$ cat src/rtl/pipeline_ctrl_if.sv
// Pipeline control bundle.
// Carries the hazard-detection inputs from the pipeline and the stage control
// outputs back to it.
//   master : pipeline side (drives hazard inputs, receives stage controls)
//   slave  : controller side (receives hazard inputs, drives stage controls)
interface pipeline_ctrl_if;
   // Hazard inputs
   logic [4:0]  id_rs1;
   logic [4:0]  id_rs2;
   logic        id_uses_rs2;
   logic        ex_memread;
   logic [4:0]  ex_rd;
   logic        mem_branch_taken;
   logic        mem_memread;
   logic        mem_memwrite;
   logic        dmem_ready;
   // Stage controls
   logic        pc_en;
   logic        ifid_en;
   logic        idex_en;
   logic        exmem_en;
   logic        memwb_en;
   logic        ifid_flush;
   logic        exmem_flush;
   logic        idex_bubble;
   logic        memwb_bubble;
   logic        dmem_req;
   logic [1:0]  state;
   logic [15:0] stall_count;
   logic [15:0] flush_count;

   modport master (
      output id_rs1, id_rs2, id_uses_rs2, ex_memread, ex_rd,
             mem_branch_taken, mem_memread, mem_memwrite, dmem_ready,
      input  pc_en, ifid_en, idex_en, exmem_en, memwb_en,
             ifid_flush, exmem_flush, idex_bubble, memwb_bubble,
             dmem_req, state, stall_count, flush_count
   );

   modport slave (
      input  id_rs1, id_rs2, id_uses_rs2, ex_memread, ex_rd,
             mem_branch_taken, mem_memread, mem_memwrite, dmem_ready,
      output pc_en, ifid_en, idex_en, exmem_en, memwb_en,
             ifid_flush, exmem_flush, idex_bubble, memwb_bubble,
             dmem_req, state, stall_count, flush_count
   );
endinterface

$ cat src/rtl/pipeline_ctrl.sv
// Five-stage pipeline hazard controller.
// Resolves memory wait, taken branch and load-use hazards in that priority
// order, producing per-stage load enables, flush/bubble controls and the data
// memory request, plus saturating stall and flush counters.
// Ports:
//   clock : rising-edge clock
//   reset : synchronous active-high reset
//   bus   : pipeline_ctrl_if.slave (hazard inputs in, stage controls out)
module pipeline_ctrl (
   input logic            clock,
   input logic            reset,
   pipeline_ctrl_if.slave bus
);

   typedef enum logic [1:0] {
      StRun     = 2'd0,
      StLdStall = 2'd1,
      StFlush   = 2'd2,
      StMemWait = 2'd3
   } state_e;

   localparam logic [15:0] CountMax = 16'hFFFF;

   state_e      state_q, state_d;
   logic [15:0] stall_count_q;
   logic [15:0] flush_count_q;
   logic        memacc;
   logic        loaduse;
   logic        flush_fire;

   assign memacc  = bus.mem_memread | bus.mem_memwrite;
   // Register 31 is XZR: a load targeting it never creates a dependency.
   assign loaduse = bus.ex_memread & (bus.ex_rd != 5'd31) &
                    ((bus.ex_rd == bus.id_rs1) |
                     (bus.id_uses_rs2 & (bus.ex_rd == bus.id_rs2)));

   always_comb begin
      bus.pc_en        = 1'b1;
      bus.ifid_en      = 1'b1;
      bus.idex_en      = 1'b1;
      bus.exmem_en     = 1'b1;
      bus.memwb_en     = 1'b1;
      bus.ifid_flush   = 1'b0;
      bus.exmem_flush  = 1'b0;
      bus.idex_bubble  = 1'b0;
      bus.memwb_bubble = 1'b0;
      bus.dmem_req     = 1'b0;
      flush_fire       = 1'b0;
      state_d          = StRun;

      if (reset) begin
         bus.pc_en        = 1'b0;
         bus.ifid_en      = 1'b0;
         bus.idex_en      = 1'b0;
         bus.exmem_en     = 1'b0;
         bus.memwb_en     = 1'b0;
         bus.ifid_flush   = 1'b1;
         bus.exmem_flush  = 1'b1;
         bus.idex_bubble  = 1'b1;
         bus.memwb_bubble = 1'b1;
      end else begin
         bus.dmem_req = memacc;
         if (memacc && !bus.dmem_ready) begin
            // Freeze everything up to MEM; a coincident branch stays in
            // EX/MEM and is taken once the access completes.
            bus.pc_en        = 1'b0;
            bus.ifid_en      = 1'b0;
            bus.idex_en      = 1'b0;
            bus.exmem_en     = 1'b0;
            bus.memwb_bubble = 1'b1;
            state_d          = StMemWait;
         end else if (bus.mem_branch_taken) begin
            bus.ifid_flush  = 1'b1;
            bus.idex_bubble = 1'b1;
            bus.exmem_flush = 1'b1;
            flush_fire      = 1'b1;
            state_d         = StFlush;
         end else if (loaduse && (state_q != StFlush)) begin
            // After a flush the ID instruction is a NOP, so its operands
            // cannot create a load-use dependency.
            bus.pc_en       = 1'b0;
            bus.ifid_en     = 1'b0;
            bus.idex_bubble = 1'b1;
            state_d         = StLdStall;
         end
      end
   end

   always_ff @(posedge clock) begin
      if (reset) begin
         state_q       <= StRun;
         stall_count_q <= 16'd0;
         flush_count_q <= 16'd0;
      end else begin
         state_q <= state_d;
         if (!bus.pc_en && (stall_count_q != CountMax)) begin
            stall_count_q <= stall_count_q + 16'd1;
         end
         if (flush_fire && (flush_count_q != CountMax)) begin
            flush_count_q <= flush_count_q + 16'd1;
         end
      end
   end

   assign bus.state       = state_q;
   assign bus.stall_count = stall_count_q;
   assign bus.flush_count = flush_count_q;

endmodule

$ cat src/flat_wrapper.sv
// flat-port wrapper written by rule: the top's interface ports become plain ports
module pipeline_ctrl_flat 
  (clock, reset, bus_id_rs1, bus_id_rs2, bus_id_uses_rs2, bus_ex_memread, bus_ex_rd, bus_mem_branch_taken, bus_mem_memread, bus_mem_memwrite, bus_dmem_ready, bus_pc_en, bus_ifid_en, bus_idex_en, bus_exmem_en, bus_memwb_en, bus_ifid_flush, bus_exmem_flush, bus_idex_bubble, bus_memwb_bubble, bus_dmem_req, bus_state, bus_stall_count, bus_flush_count);
  pipeline_ctrl_if bus_i ();
  input logic clock;
  input logic reset;
  input wire logic [$bits(bus_i.id_rs1)-1:0] bus_id_rs1;
  input wire logic [$bits(bus_i.id_rs2)-1:0] bus_id_rs2;
  input wire logic [$bits(bus_i.id_uses_rs2)-1:0] bus_id_uses_rs2;
  input wire logic [$bits(bus_i.ex_memread)-1:0] bus_ex_memread;
  input wire logic [$bits(bus_i.ex_rd)-1:0] bus_ex_rd;
  input wire logic [$bits(bus_i.mem_branch_taken)-1:0] bus_mem_branch_taken;
  input wire logic [$bits(bus_i.mem_memread)-1:0] bus_mem_memread;
  input wire logic [$bits(bus_i.mem_memwrite)-1:0] bus_mem_memwrite;
  input wire logic [$bits(bus_i.dmem_ready)-1:0] bus_dmem_ready;
  output wire logic [$bits(bus_i.pc_en)-1:0] bus_pc_en;
  output wire logic [$bits(bus_i.ifid_en)-1:0] bus_ifid_en;
  output wire logic [$bits(bus_i.idex_en)-1:0] bus_idex_en;
  output wire logic [$bits(bus_i.exmem_en)-1:0] bus_exmem_en;
  output wire logic [$bits(bus_i.memwb_en)-1:0] bus_memwb_en;
  output wire logic [$bits(bus_i.ifid_flush)-1:0] bus_ifid_flush;
  output wire logic [$bits(bus_i.exmem_flush)-1:0] bus_exmem_flush;
  output wire logic [$bits(bus_i.idex_bubble)-1:0] bus_idex_bubble;
  output wire logic [$bits(bus_i.memwb_bubble)-1:0] bus_memwb_bubble;
  output wire logic [$bits(bus_i.dmem_req)-1:0] bus_dmem_req;
  output wire logic [$bits(bus_i.state)-1:0] bus_state;
  output wire logic [$bits(bus_i.stall_count)-1:0] bus_stall_count;
  output wire logic [$bits(bus_i.flush_count)-1:0] bus_flush_count;
  assign bus_i.id_rs1 = bus_id_rs1;
  assign bus_i.id_rs2 = bus_id_rs2;
  assign bus_i.id_uses_rs2 = bus_id_uses_rs2;
  assign bus_i.ex_memread = bus_ex_memread;
  assign bus_i.ex_rd = bus_ex_rd;
  assign bus_i.mem_branch_taken = bus_mem_branch_taken;
  assign bus_i.mem_memread = bus_mem_memread;
  assign bus_i.mem_memwrite = bus_mem_memwrite;
  assign bus_i.dmem_ready = bus_dmem_ready;
  assign bus_pc_en = bus_i.pc_en;
  assign bus_ifid_en = bus_i.ifid_en;
  assign bus_idex_en = bus_i.idex_en;
  assign bus_exmem_en = bus_i.exmem_en;
  assign bus_memwb_en = bus_i.memwb_en;
  assign bus_ifid_flush = bus_i.ifid_flush;
  assign bus_exmem_flush = bus_i.exmem_flush;
  assign bus_idex_bubble = bus_i.idex_bubble;
  assign bus_memwb_bubble = bus_i.memwb_bubble;
  assign bus_dmem_req = bus_i.dmem_req;
  assign bus_state = bus_i.state;
  assign bus_stall_count = bus_i.stall_count;
  assign bus_flush_count = bus_i.flush_count;
  pipeline_ctrl u_core (.clock(clock), .reset(reset), .bus(bus_i));
endmodule
$ cat config.mk
export PLATFORM = sky130hd
export DESIGN_NAME = pipeline_ctrl_flat
export DESIGN_NICKNAME = d
export VERILOG_FILES = /design/src/rtl/pipeline_ctrl_if.sv /design/src/rtl/pipeline_ctrl.sv /design/src/flat_wrapper.sv
export SDC_FILE = /design/constraint.sdc
export NUM_CORES = 1
export LEC_CHECK = 0
export CAP_MARGIN = 5
export CORE_ASPECT_RATIO = 0.75
export CORE_MARGIN = 8
export CORE_UTILIZATION = 44
export DETAILED_ROUTE_END_ITERATION = 6
export PLACE_DENSITY = 0.79
export SLEW_MARGIN = 20
export SYNTH_ARGS = -nofsm -noshare
export SYNTH_HDL_FRONTEND = slang
export SYNTH_SLANG_ARGS = --single-unit
export TNS_END_PERCENT = 1
$ cat constraint.sdc
create_clock -name clock -period 2.1 [get_ports clock]
set_input_delay 0.63 -clock clock [delete_from_list [all_inputs] [get_ports clock]]
set_output_delay 0.63 -clock clock [all_outputs]
set_load 0.005 [all_outputs]
Yosys cells after proc, flatten, opt, wreduce, memory -nomap -nowiden --
Index checks and enable logic that the tools add are counted.
Word-level totals: bits in latches 0, register bits after elaboration 34, RAM bits 0, bits of input ports 23, output and inout bits 44, ROM bits 0, logic and storage cells 43, memories 0
Operators by class: reduce and logical (&&, ||, !) cells 6, magnitude comparators 0, add/sub/neg operators 2, div/mod/pow operators 0, eq/ne operators 6, $mul 0, shifts and indexed selects 0, bitwise logic cells 5, muxes and demuxes 21
Operators with widths (number):
- 16-bit by 1-bit adder with 16-bit output, second input constant | 2
- 16-bit inequality test, second input constant | 2
- 1-bit 2-to-1 mux | 19
- 5-bit == test | 2
- 5-bit inequality test, second input constant | 1
- 1-bit logical AND | 4
- 2-bit 2-to-1 mux | 2
- 1-bit AND | 3
- 1-bit zero test | 2
- 2-bit inequality test, second input constant | 1
- 1-bit bitwise OR | 2

Longest topological paths before layout --
Gate-level depths: netlist of run 1.
depth in word-level cells 11, gate-level depth with buffers 9, mapped depth without buffers 7

Least setup slack after synthesis of run 1 --
No wires, ideal clock.
path kind input -> output, from input port reset, to output port bus_pc_en, arrival 1.424 ns, required time 1.470 ns, slack 0.046 ns, stages on the path 5, path buffers 2, cell sequence clkbuf_1 > inv_1 > nand2_1 > a31oi_1 > buf_4
Between the ends: cells in the longest elaborated chain, start to end 1
RTL lines:
- from (decl) | line flat_wrapper.sv:6 | input logic reset;
- 1-bit 2-to-1 mux
- to (decl) | line flat_wrapper.sv:16 | output wire logic [$bits(bus_i.pc_en)-1:0] bus_pc_en;
No other way between the ends.

Worst setup path in the final report of run 1 --
from input port bus_id_rs1[4], to output port bus_idex_bubble
Between the ends: cells in the longest elaborated chain, start to end 8
RTL lines:
- from (decl) | line flat_wrapper.sv:7 | input wire logic [$bits(bus_i.id_rs1)-1:0] bus_id_rs1;
- 5-bit == test | line pipeline_ctrl.sv:34 | ((bus.ex_rd == bus.id_rs1) |
- 1-bit bitwise OR | line pipeline_ctrl.sv:34
- 1-bit AND | line pipeline_ctrl.sv:33 | assign loaduse = bus.ex_memread & (bus.ex_rd != 5'd31) &
- 1-bit logical AND | line pipeline_ctrl.sv:78 | end else if (loaduse && (state_q != StFlush)) begin
- 1-bit 2-to-1 mux | line pipeline_ctrl.sv:78
- 1-bit 2-to-1 mux | line pipeline_ctrl.sv:72 | end else if (bus.mem_branch_taken) begin
- 1-bit 2-to-1 mux | line pipeline_ctrl.sv:63 | if (memacc && !bus.dmem_ready) begin
- 1-bit 2-to-1 mux | line pipeline_ctrl.sv:51 | if (reset) begin
- to (decl) | line flat_wrapper.sv:23 | output wire logic [$bits(bus_i.idex_bubble)-1:0] bus_idex_bubble;
No other way between the ends.

==> load_flow_metrics.sql, run 1 <==
INSERT INTO impl_metrics (metric_group, metric, value, unit) VALUES
('route', 'first_pass_iters', '4', ''),
('power', 'power_leakage', '1.12', 'nW'),
('route', 'routed_wl', '5200', 'um'),
('power', 'power_frac_clock', '39.8', '%'),
('global_routing', 'globalRouteMet3Util', '4.91', '%'),
('global_routing', 'via_count_of_the_first_global_routing_pass', '1897', ''),
('clocking', 'tritoncts', 'yes', ''),
('power', 'net_switching_fraction_of_the_power', '24.5', '%'),
('floorplan', 'ioPinCount', '67', ''),
('global_routing', 'global_route.usage.met2', '26.6', '%'),
('flow_run', 'cap_viol_max_count', '0', ''),
('power', 'seqPwrFrac', '43.4', '%'),
('clocking', 'numCtsBuffers', '5', ''),
('worst_setup_path', 'start_to_end_type_of_the_worst_setup_path', 'in -> out', ''),
('route', 'post_route_drc_violation_count', '0', ''),
('timing', 'slew_viol_final', '0', ''),
('power', 'p_int', '1.15', 'mW'),
('place', 'final_replace_weighted_congestion', '0.784', ''),
('finish', 'area.sequential', '681', 'um2'),
('power', 'irDropWorstVdd', '0.326', 'mV'),
('clocking', 'cts-hold-fix-buffers', '0', ''),
('place', 'placement.io_buffers', '66', ''),
('global_routing', 'top_usage_layer_grt', 'met2', ''),
('run_status', 'violations', 'negative setup slack', ''),
('worst_setup_path', 'endpoint_kind', 'output port', ''),
('power', 'power.density', '526', 'mW/mm2'),
('floorplan', 'die_outline_height', '71.6', 'um'),
('clocking', 'htreeDepth', '2', ''),
('finish', 'final.fill_count', '327', ''),
('finish', 'post_route_utilization', '72.1', '%'),
('timing', 'setup_ws', '-0.0470', 'ns'),
('route', 'vias_per_cell', '5.29', ''),
('timing', 'final.min_clock_period', '2.15', 'ns'),
('clocking', 'clock_sink_count', '34', ''),
('global_routing', 'grt.overflow.total', '0', ''),
('place', 'dp_hpwl', '3820', 'um'),
('power', 'fin_total_pwr', '1.52', 'mW'),
('floorplan', 'core', '0.00400', 'mm2'),
('synthesis', 'postSynthAreaPerCell', '8.56', 'um2'),
('clocking', 'clock_pin_slew_reported_for_the_worst_setup_and_hold_paths_after_clock_tree_synthesis', '0.07', 'ns'),
('worst_hold_path', 'holdCritPathClass', 'reg -> reg', ''),
('floorplan', 'fp.dieW', '90.1', 'um'),
('timing', 'final_hold_viol_count', '0', ''),
('global_routing', 'grt_pass1_wl', '8690', 'um'),
('global_routing', 'grt_start_max_net_pins', '36', ''),
('synthesis', 'post_syn_instances', '212', ''),
('timing', 'unrepaired_setup_endpoints_after_global_routing', 'yes', ''),
('timing', 'max_freq', '466', 'MHz'),
('synthesis', 'synth.ff_latch_count', '34', ''),
('finish', 'area_growth', '59.1', '%'),
('worst_setup_path', 'worst-path-max-fanout', '3', ''),
('worst_setup_path', 'timing.critical_path.required', '1.47', 'ns'),
('clocking', 'worstSkewPairLatency', '0.29', 'ns'),
('timing', 'timing_worst_slew_pin_value', '0.379', 'ns'),
('power', 'switching_power', '0.372', 'mW'),
('route', 'ant_nets', '0', ''),
('synthesis', 'synth_fp_nets', '237', ''),
('finish', 'antennaDiodeCount', '0', ''),
('synthesis', 'post_synth_instance_area', '0.00181', 'mm2'),
('timing', 'max_slew_margin', '74.8', '%'),
('global_routing', 'globalRouteMet1Util', '18.9', '%'),
('floorplan', 'total_die_area', '0.00646', 'mm2'),
('global_routing', 'gr-usage-all-layers', '16.1', '%'),
('timing', 'fin_worst_skew', '0.00582', 'ns'),
('route', 'vias', '1920', ''),
('finish', 'final_layout_size_suffix_gt1_share', '29.2', '%'),
('finish', 'num-nets-final', '332', ''),
('synthesis', 'synth_cell_type_count', '35', ''),
('route', 'routedWlPerCell', '14.3', 'um'),
('finish', 'multi_input_comb_area', '0.00115', 'mm2'),
('synthesis', 'synth.yosys.seq_area_share', '37.5', '%'),
('worst_setup_path', 'worst_setup_path_start_kind', 'primary input', ''),
('route', 'initialDrtViolationCount', '105', ''),
('clocking', 'maximum_clock_insertion_buffer_count', '2', ''),
('floorplan', 'rows', '20', ''),
('power', 'combPwrFrac', '16.7', '%'),
('synthesis', 'synth.yosys.warnings', '0', ''),
('timing', 'final_critical_path_share_of_the_clock_period', '102', '%'),
('clocking', 'clk_root_buffer_cell', 'sky130_fd_sc_hd__clkbuf_8', ''),
('floorplan', 'start_util', '45.3', '%'),
('global_routing', 'antenna_found_initial', '0', ''),
('worst_setup_path', 'crit_arrival', '1.52', 'ns'),
('timing', 'timing.hold.ws', '0.504', 'ns'),
('timing', 'setup-violations-final', '3', ''),
('run_status', 'status', 'finished, violations left', '');
==> power groups by stage <==
stage | combinational (mW) | sequential [mW] | clock [mW]
after CTS | 0.241 | 0.659 | 0.611
final | 0.254 | 0.660 | 0.605
after floorplan | 0.0956 | 0.678 | 0
after detailed placement | 0.237 | 0.674 | 0
after global routing | 0.275 | 0.661 | 0.647
after global placement | 0.232 | 0.674 | 0
==> synthesized netlist by cell type, drive strengths merged <==
cell / instances / area (um2)
mux2i: 2 / 20.0
or4: 3 / 22.5
a211oi: 3 / 37.5
inv: 4 / 15.0
a21oi: 17 / 88.8
and2: 4 / 25.0
buf: 7 / 60.1
a31o: 1 / 8.76
nand4: 13 / 81.3
o22ai: 1 / 20.0
xor2: 13 / 114
o311ai: 1 / 8.76
nor3b: 1 / 12.5
a31oi: 2 / 12.5
nand3: 15 / 75.1
o211a: 1 / 10.0
nand2: 11 / 41.3
and4: 6 / 55.1
o21bai: 1 / 7.51
o21ai: 10 / 50.1
dfxtp: 34 / 681
nor2: 24 / 90.1
o31ai: 3 / 22.5
nand2b: 1 / 6.26
o211ai: 1 / 7.51
and3: 2 / 12.5
o41ai: 1 / 8.76
ha: 2 / 25.0
clkbuf: 5 / 18.8
or3: 10 / 62.6
xnor2: 13 / 114
==> final timing paths <==
check                                                start                    endpoint  slack, ns  cells past startpoint
worst min register to register  u_core.bus.stall_count[15]  u_core.bus.stall_count[15]       0.50                      2
worst min-delay path            u_core.bus.stall_count[15]  u_core.bus.stall_count[15]       0.50                      2
worst max register to register   u_core.bus.stall_count[9]  u_core.bus.stall_count[15]       0.12                      7
worst max-delay path                         bus_id_rs1[4]             bus_idex_bubble      -0.05                      6
==> layout by cell type, fill, tap and decap left out, types with 2 or more instances in the layout <==
cell type	Yosys	routed
sky130_fd_sc_hd__dlygate4sd2_1	0	9
sky130_fd_sc_hd__a211oi_2	3	3
sky130_fd_sc_hd__and3_1	2	2
sky130_fd_sc_hd__and2_1	4	4
sky130_fd_sc_hd__nand3_2	0	2
sky130_fd_sc_hd__dfxtp_1	34	34
sky130_fd_sc_hd__ha_1	2	2
sky130_fd_sc_hd__nand2_1	11	7
sky130_fd_sc_hd__or4_1	3	3
sky130_fd_sc_hd__o21ai_1	10	10
sky130_fd_sc_hd__nand2_2	0	4
sky130_fd_sc_hd__nor2_1	24	24
sky130_fd_sc_hd__nand4_1	13	13
sky130_fd_sc_hd__and4_1	5	5
sky130_fd_sc_hd__xor2_1	13	13
sky130_fd_sc_hd__mux2i_1	2	2
sky130_fd_sc_hd__clkbuf_8	0	5
sky130_fd_sc_hd__buf_6	3	7
sky130_fd_sc_hd__clkbuf_2	0	2
sky130_fd_sc_hd__buf_4	3	33
sky130_fd_sc_hd__o31ai_1	3	3
sky130_fd_sc_hd__buf_2	0	12
sky130_fd_sc_hd__clkdlybuf4s50_1	0	34
sky130_fd_sc_hd__clkinvlp_4	0	2
sky130_fd_sc_hd__nand3_1	15	13
sky130_fd_sc_hd__or3_1	10	10
sky130_fd_sc_hd__inv_1	4	3
sky130_fd_sc_hd__xnor2_2	0	8
sky130_fd_sc_hd__xnor2_1	13	5
sky130_fd_sc_hd__a21oi_1	16	16
==> layout make-up <==
cell class,count,share of cell area (%)
flip-flops and latches,34,23.6
repair buffers,100,29.9
clock buffers,5,2.38
clock inverters,3,1.56
well taps,55,2.38
inverters,4,0.520
multi-input cells,162,39.7
==> stage by stage <==
step           setup WS [ns]  area [um2]  setup TNS (ns)  instances
4_1_cts              -0.0432        2840         -0.0861        363
3_3_place_gp          -0.847        2700          -17.35        351
5_1_grt              -0.0937        2890          -0.313        363
6_report             -0.0470        2890          -0.107        363
3_5_place_dp          -0.888        2700          -18.73        351
2_1_floorplan         0.0463        1810               0        212
==> routing by layer <==
layer | vias to the layer above | wire [um] | share of wire (%)
met5 | - | 0 | 0
met4 | 0 | 75 | 1.4
met3 | 8 | 317 | 6.1
met2 | 48 | 2490 | 48
met1 | 903 | 2320 | 45
li1 | 961 | - | -
==> registers in the layout, indices dropped and copies added, names as in the netlist <==
register                count
u_core.bus.flush_count     16
u_core.bus.state            2
u_core.bus.stall_count     16
==> what timing repair did <==
| item | CTS | global route |
|---|---|---|
| pin swaps | 21 | 11 |
| setup endpoints to repair | 27 | 10 |
| buffers inserted | 4 | 0 |
| gates resized for setup | 113 | 14 |
==> logic make-up after synthesis <==
logic type / synth area share, %
compound gates: 15.6
mux: 1.10
flops: 37.5
simple gates: 26.7
fa+ha+maj: 1.38
buf+inv: 5.17
xor+xnor: 12.6
==> critical path: stages <==
cell,delay [ns]
sky130_fd_sc_hd__buf_6,0.10
sky130_fd_sc_hd__xnor2_2,0.18
sky130_fd_sc_hd__nand3_2,0.11
sky130_fd_sc_hd__o22ai_4,0.21
sky130_fd_sc_hd__a31o_2,0.20
sky130_fd_sc_hd__buf_6,0.09
No activity file was read; power rests on OpenSTA's default activity.
==> run 2: changes to the inputs <==
--- a/config.mk
+++ b/config.mk
@@ -11,6 +11,7 @@
 export CORE_UTILIZATION = 44
 export DETAILED_ROUTE_END_ITERATION = 6
 export PLACE_DENSITY = 0.79
+export SETUP_SLACK_MARGIN = 0.2
 export SLEW_MARGIN = 20
 export SYNTH_ARGS = -nofsm -noshare
 export SYNTH_HDL_FRONTEND = slang
==> run 2 against run 1 <==
Net effect:
- the run still ends with negative setup slack left
- routed wire length is 20% higher
- non-clock buffer count rose by 9
- via count grew 5.8%
- maximum frequency down 2.7%
- final area rose by 9.5%
- setup slack lost 0.060 ns
- largest cell class unchanged
==> load_flow_metrics.sql, run 2 (synthesis gave the netlist of run 1 again) <==
INSERT INTO impl_metrics (metric_group, metric, value, unit) VALUES
('run_status', 'status', 'finished, violations left', ''),
('run_status', 'violations', 'negative setup slack', ''),
('global_routing', 'grt_pass1_wl', '9700', 'um'),
('finish', 'post_route_utilization', '78.9', '%'),
('power', 'irDropWorstVdd', '0.377', 'mV'),
('worst_setup_path', 'cpMostUsedCell', 'sky130_fd_sc_hd__buf_4', ''),
('worst_setup_path', 'worst-path-max-fanout', '3', ''),
('finish', 'final.fill_count', '272', ''),
('global_routing', 'antenna_found_initial', '0', ''),
('place', 'final_replace_weighted_congestion', '0.802', ''),
('worst_setup_path', 'critical_path_buf_inv_count', '4', ''),
('clocking', 'worstSkewPairLatency', '0.30', 'ns'),
('global_routing', 'grt_start_max_net_pins', '36', ''),
('finish', 'num-nets-final', '341', ''),
('floorplan', 'die_outline_height', '71.6', 'um'),
('route', 'vias_per_cell', '5.46', ''),
('finish', 'final_cell_area', '0.00316', 'mm2'),
('clocking', 'tritoncts', 'yes', ''),
('route', 'routedWlPerCell', '16.8', 'um'),
('clocking', 'htreeDepth', '2', ''),
('timing', 'max_freq', '453', 'MHz'),
('clocking', 'clock_pin_slew_reported_for_the_worst_setup_and_hold_paths_after_clock_tree_synthesis', '0.08', 'ns'),
('finish', 'antennaDiodeCount', '0', ''),
('route', 'routed_wl', '6230', 'um'),
('timing', 'setup_ws', '-0.107', 'ns'),
('timing', 'final_critical_path_share_of_the_clock_period', '105', '%'),
('worst_setup_path', 'worst_setup_path_start_kind', 'primary input', ''),
('finish', 'final_layout_size_suffix_gt1_share', '39.1', '%'),
('floorplan', 'fp.dieW', '90.1', 'um'),
('global_routing', 'gr-usage-all-layers', '18.4', '%'),
('timing', 'final_hold_viol_count', '0', ''),
('timing', 'slew_viol_final', '0', ''),
('floorplan', 'core', '0.00400', 'mm2'),
('place', 'dp_hpwl', '4100', 'um'),
('clocking', 'maximum_clock_insertion_buffer_count', '2', ''),
('worst_setup_path', 'critical_path.top_delay_family', 'buffers and inverters', ''),
('clocking', 'cts-hold-fix-buffers', '0', ''),
('timing', 'final.min_clock_period', '2.21', 'ns'),
('worst_hold_path', 'holdCritPathClass', 'reg -> reg', ''),
('worst_setup_path', 'max_stage_delay', '0.16', 'ns'),
('power', 'fin_total_pwr', '1.70', 'mW'),
('timing', 'max_slew_margin', '73.4', '%'),
('finish', 'layout_commonest_cell', 'sky130_fd_sc_hd__buf_4', ''),
('place', 'dp_cells', '353', ''),
('worst_setup_path', 'endpoint_kind', 'output port', ''),
('worst_setup_path', 'worstPathCellList', 'buf_6, o21bai_4, nand2_1, buf_4, buf_4, a31oi_4, buf_2', ''),
('place', 'placement.io_buffers', '66', ''),
('route', 'first_pass_iters', '4', ''),
('timing', 'unrepaired_setup_endpoints_after_global_routing', 'yes', ''),
('timing', 'fin_worst_skew', '0.00935', 'ns'),
('worst_setup_path', 'crit_arrival', '1.58', 'ns'),
('worst_setup_path', 'critPathSlowestCell', 'sky130_fd_sc_hd__o21bai_4', ''),
('timing', 'timing_worst_slew_pin_value', '0.399', 'ns'),
('floorplan', 'start_util', '45.3', '%'),
('finish', 'area_growth', '74.2', '%'),
('place', 'pre_cts_slack', '-0.903', 'ns'),
('worst_setup_path', 'timing.critical_path.required', '1.47', 'ns'),
('clocking', 'clk_root_buffer_cell', 'sky130_fd_sc_hd__clkbuf_8', ''),
('floorplan', 'total_die_area', '0.00646', 'mm2'),
('finish', 'fin_cells', '372', ''),
('worst_setup_path', 'start_to_end_type_of_the_worst_setup_path', 'in -> out', ''),
('floorplan', 'rows', '20', ''),
('power', 'power_leakage', '1.41', 'nW'),
('clocking', 'numCtsBuffers', '5', ''),
('global_routing', 'grt.overflow.total', '0', ''),
('finish', 'mostFrequentLayoutCells', 'sky130_fd_sc_hd__buf_4 (33), sky130_fd_sc_hd__buf_6 (24), sky130_fd_sc_hd__clkdlybuf4s50_1 (24)', ''),
('place', 'placed_area', '0.00275', 'mm2'),
('route', 'vias', '2032', ''),
('flow_run', 'cap_viol_max_count', '0', ''),
('timing', 'setup-violations-final', '7', ''),
('global_routing', 'via_count_of_the_first_global_routing_pass', '2033', ''),
('route', 'ant_nets', '0', ''),
('route', 'post_route_drc_violation_count', '0', ''),
('route', 'initialDrtViolationCount', '137', ''),
('clocking', 'clock_sink_count', '34', ''),
('floorplan', 'ioPinCount', '67', ''),
('power', 'power.density', '538', 'mW/mm2');
[run 2: tightest hold or removal path: cells and delay by family, from the launching register on]
| family | cells | cell delay [ns] |
|---|---|---|
| compound gates | 2 | 0.15 |
| flops | 1 | 0.33 |
[run 2: cell type report]
| class | instances | area [um2] | share of cell area [%] |
|---|---|---|---|
| multi-input combinational | 162 | 1220 | 38.6 |
| timing repair buffer | 109 | 1020 | 32.4 |
| sequential | 34 | 696 | 22.0 |
| clock buffer | 5 | 68.8 | 2.18 |
| clock inverter | 3 | 68.8 | 2.18 |
| tap | 55 | 68.8 | 2.18 |
| inverter | 4 | 15.0 | 0.475 |
[run 2: final timing paths]
check	slack [ns]	end	startpoint	depth (start not counted)
max reg2reg	0.03	u_core.bus.stall_count[9]	u_core.bus.stall_count[9]	7
max	-0.11	bus_ifid_en	bus_mem_memwrite	7
min	0.52	u_core.bus.stall_count[11]	u_core.bus.stall_count[11]	2
min reg2reg	0.52	u_core.bus.stall_count[11]	u_core.bus.stall_count[11]	2
[run 2: stage by stage]
stage               setup TNS (ns)  hold slack, ns
finish                      -0.354           0.520
global route                -0.966           0.545
CTS                         -0.210           0.516
detailed placement          -18.15           0.498
global placement            -17.18           0.483
floorplan                        0           0.477
[run 2: what timing repair did]
action / CTS / global route
pin swaps: 35 / 23
setup endpoints to repair: 45 / 60
buffers inserted: 11 / 0
gates resized for setup: 161 / 28
cloned: 0 / 0
[run 2: report_power, final]
| group | internal (mW) | leakage (nW) | switching, mW |
|---|---|---|---|
| clock network | 0.476 | 0.0683 | 0.264 |
| logic | 0.167 | 1.06 | 0.133 |
| registers | 0.654 | 0.281 | 0.00566 |
[run 2: routing by layer]
metal / wire length (um) / track usage, %
met5: 0 / 0
met4: 142 / 7.54
met3: 411 / 6.16
met2: 3050 / 30.8
met1: 2630 / 21.2
==> run 3: changes to the inputs <==
--- a/config.mk
+++ b/config.mk
@@ -10,7 +10,7 @@
 export CORE_MARGIN = 8
 export CORE_UTILIZATION = 44
 export DETAILED_ROUTE_END_ITERATION = 6
-export PLACE_DENSITY = 0.79
+export PLACE_DENSITY_LB_ADDON = 0.15
 export SETUP_SLACK_MARGIN = 0.2
 export SLEW_MARGIN = 20
 export SYNTH_ARGS = -nofsm -noshare
==> run 3 against run 2 <==
Net effect:
- the flow still finishes with violations (negative setup slack)
- first-iteration DRC count shrank 19%
- routed wire length shrank 6.5%
- global-route usage shrank 1.8 points
- critical path type unchanged
- largest cell class unchanged
- largest power group is now registers
==> load_flow_metrics.sql, run 3 (synthesis gave the netlist of run 1 again) <==
INSERT INTO impl_metrics (metric_group, metric, value, unit) VALUES
('power', 'power.density', '464', 'mW/mm2'),
('timing', 'max_slew_margin', '72.9', '%'),
('route', 'routedWlPerCell', '16.2', 'um'),
('worst_setup_path', 'worst-path-max-fanout', '2', ''),
('route', 'vias', '1923', ''),
('power', 'fin_total_pwr', '1.41', 'mW'),
('worst_setup_path', 'start_to_end_type_of_the_worst_setup_path', 'in -> out', ''),
('floorplan', 'rows', '20', ''),
('route', 'first_pass_iters', '4', ''),
('timing', 'setup-violations-final', '3', ''),
('timing', 'unrepaired_setup_endpoints_after_global_routing', 'yes', ''),
('timing', 'final_critical_path_share_of_the_clock_period', '106', '%'),
('clocking', 'maximum_clock_insertion_buffer_count', '2', ''),
('worst_setup_path', 'worst_setup_path_start_kind', 'primary input', ''),
('worst_hold_path', 'min-delay-start', 'u_core.bus.stall_count[7]', ''),
('power', 'power_leakage', '1.18', 'nW'),
('worst_setup_path', 'crit_arrival', '1.59', 'ns'),
('clocking', 'worstSkewPairLatency', '0.29', 'ns'),
('worst_setup_path', 'cpMostUsedCell', 'sky130_fd_sc_hd__buf_2', ''),
('clocking', 'clock_sink_count', '34', ''),
('finish', 'mostFrequentLayoutCells', 'sky130_fd_sc_hd__clkdlybuf4s50_1 (32), sky130_fd_sc_hd__buf_6 (26), sky130_fd_sc_hd__nor2_1 (24), sky130_fd_sc_hd__dfxtp_1 (24), sky130_fd_sc_hd__buf_4 (21)', ''),
('route', 'post_route_drc_violation_count', '0', ''),
('timing', 'fin_worst_skew', '0.00417', 'ns'),
('timing', 'setup_ws', '-0.118', 'ns'),
('global_routing', 'grt.overflow.total', '0', ''),
('worst_setup_path', 'startpoint_of_the_most_critical_setup_path', 'bus_id_rs1[2]', ''),
('clocking', 'clk_root_buffer_cell', 'sky130_fd_sc_hd__clkbuf_8', ''),
('global_routing', 'grt_pass1_wl', '8780', 'um'),
('flow_run', 'cap_viol_max_count', '0', ''),
('route', 'initialDrtViolationCount', '111', ''),
('floorplan', 'ioPinCount', '67', ''),
('floorplan', 'start_util', '45.3', '%'),
('global_routing', 'global_route.usage.met2', '27.0', '%'),
('floorplan', 'core', '0.00400', 'mm2'),
('timing', 'final.min_clock_period', '2.22', 'ns'),
('finish', 'num-nets-final', '329', ''),
('global_routing', 'globalRouteMet1Util', '19.5', '%'),
('clocking', 'tritoncts', 'yes', ''),
('worst_setup_path', 'critPathSlowestCell', 'sky130_fd_sc_hd__xnor2_2', ''),
('timing', 'max_freq', '451', 'MHz'),
('route', 'vias_per_cell', '5.36', ''),
('timing', 'timing.hold.ws', '0.512', 'ns'),
('run_status', 'status', 'finished, violations left', ''),
('worst_setup_path', 'endpoint_kind', 'output port', ''),
('global_routing', 'antenna_found_initial', '0', ''),
('place', 'final_replace_weighted_congestion', '0.839', ''),
('power', 'irDropWorstVdd', '0.334', 'mV'),
('place', 'placement.io_buffers', '66', ''),
('floorplan', 'total_die_area', '0.00646', 'mm2'),
('global_routing', 'gr-usage-all-layers', '16.5', '%'),
('floorplan', 'fp.dieW', '90.1', 'um'),
('global_routing', 'top_usage_layer_grt', 'met2', ''),
('worst_setup_path', 'regToRegSetupSlack', '0.15', 'ns'),
('floorplan', 'die_outline_height', '71.6', 'um'),
('clocking', 'numCtsBuffers', '5', ''),
('route', 'ant_nets', '0', ''),
('timing', 'final_hold_viol_count', '0', ''),
('finish', 'final_layout_size_suffix_gt1_share', '39.5', '%'),
('clocking', 'cts-hold-fix-buffers', '0', ''),
('global_routing', 'grt_start_max_net_pins', '36', ''),
('finish', 'layout_commonest_cell', 'sky130_fd_sc_hd__clkdlybuf4s50_1', ''),
('global_routing', 'via_count_of_the_first_global_routing_pass', '1849', ''),
('finish', 'antennaDiodeCount', '0', ''),
('clocking', 'clock_pin_slew_reported_for_the_worst_setup_and_hold_paths_after_clock_tree_synthesis', '0.07', 'ns'),
('clocking', 'htreeDepth', '2', ''),
('run_status', 'violations', 'negative setup slack', ''),
('worst_setup_path', 'max_stage_delay', '0.19', 'ns'),
('place', 'dp_hpwl', '3810', 'um'),
('timing', 'timing_worst_slew_pin_value', '0.406', 'ns'),
('worst_setup_path', 'timing.critical_path.required', '1.47', 'ns'),
('route', 'routed_wl', '5830', 'um'),
('global_routing', 'globalRouteMet3Util', '6.89', '%'),
('finish', 'area_growth', '68.1', '%'),
('worst_hold_path', 'holdCritPathClass', 'reg -> reg', ''),
('timing', 'slew_viol_final', '0', ''),
('worst_setup_path', 'regToRegStartpoint', 'u_core.bus.stall_count[3]', ''),
('worst_setup_path', 'worstPathCellList', 'buf_2, xnor2_2, nand2_1, o22ai_4, buf_6, a31oi_4, buf_2', '');
==> run 3: changes by cell type in the layout (fill, tap and decap cells not counted), sizes merged <==
cell	before	now
bufinv	2	0
clkbuf	5	6
clkdlybuf4s50	24	32
dlygate4sd2	6	3
dlymetal6s2s	9	2
buf	68	58
clkdlybuf4s15	2	1
clkinv	1	2
==> run 3: worst paths after layout <==
path	cells after the start	end
worst max register to register	7	u_core.bus.stall_count[11]
worst min register to register	2	u_core.bus.stall_count[7]
worst max-delay path	7	bus_pc_en
worst min-delay path	2	u_core.bus.stall_count[7]
==> run 3: cell type report <==
type | count | area, um2
fillers | 283 | 955
repair buffers | 97 | 913
flip-flops and latches | 34 | 693
well taps | 55 | 68.8
inverters | 4 | 20.0
clock inverters | 2 | 10.0
multi-input cells | 162 | 1270
clock buffers | 5 | 68.8
==> run 3: report_power, final <==
group          switching [mW]  internal [mW]
Combinational           0.130          0.163
Clock                   0.237          0.222
Sequential            0.00825          0.654
Total                   0.375           1.04
==> run 3: stage by stage <==
stage	TNS [ns]	setup slack (ns)	area, um2	util [%]	instances
floorplan	0	0.106	1840	-	212
global placement	-18.24	-0.877	2670	66.8	345
detailed placement	-18.99	-0.890	2670	66.8	345
CTS	-0.116	-0.0584	2890	72.2	358
global route	-0.511	-0.151	3050	76.2	359
finish	-0.269	-0.118	3050	76.2	359
==> run 3: worst max-delay path: cells and delay by family <==
kind | cells | cell delay, ns
buffers and inverters | 3 | 0.38
AOI/OAI and AO/OA | 2 | 0.25
xor gates and xnor gates | 1 | 0.19
and+or+nand+nor | 1 | 0.12
==> run 3: layer usage <==
| metal | share of wire [%] | wire length (um) | vias up |
|---|---|---|---|
| met1 | 44 | 2540 | 906 |
| met4 | 1.9 | 109 | 0 |
| li1 | - | - | 950 |
| met2 | 47 | 2760 | 56 |
| met5 | 0 | 0 | - |
| met3 | 7.2 | 417 | 11 |
==> run 3: timing repair <==
action / in CTS / in global routing
gates resized for setup: 162 / 42
setup endpoints to repair: 42 / 49
pin swaps: 39 / 27
endpoints found under the hold margin: 0 / 0
buffers inserted: 6 / 1
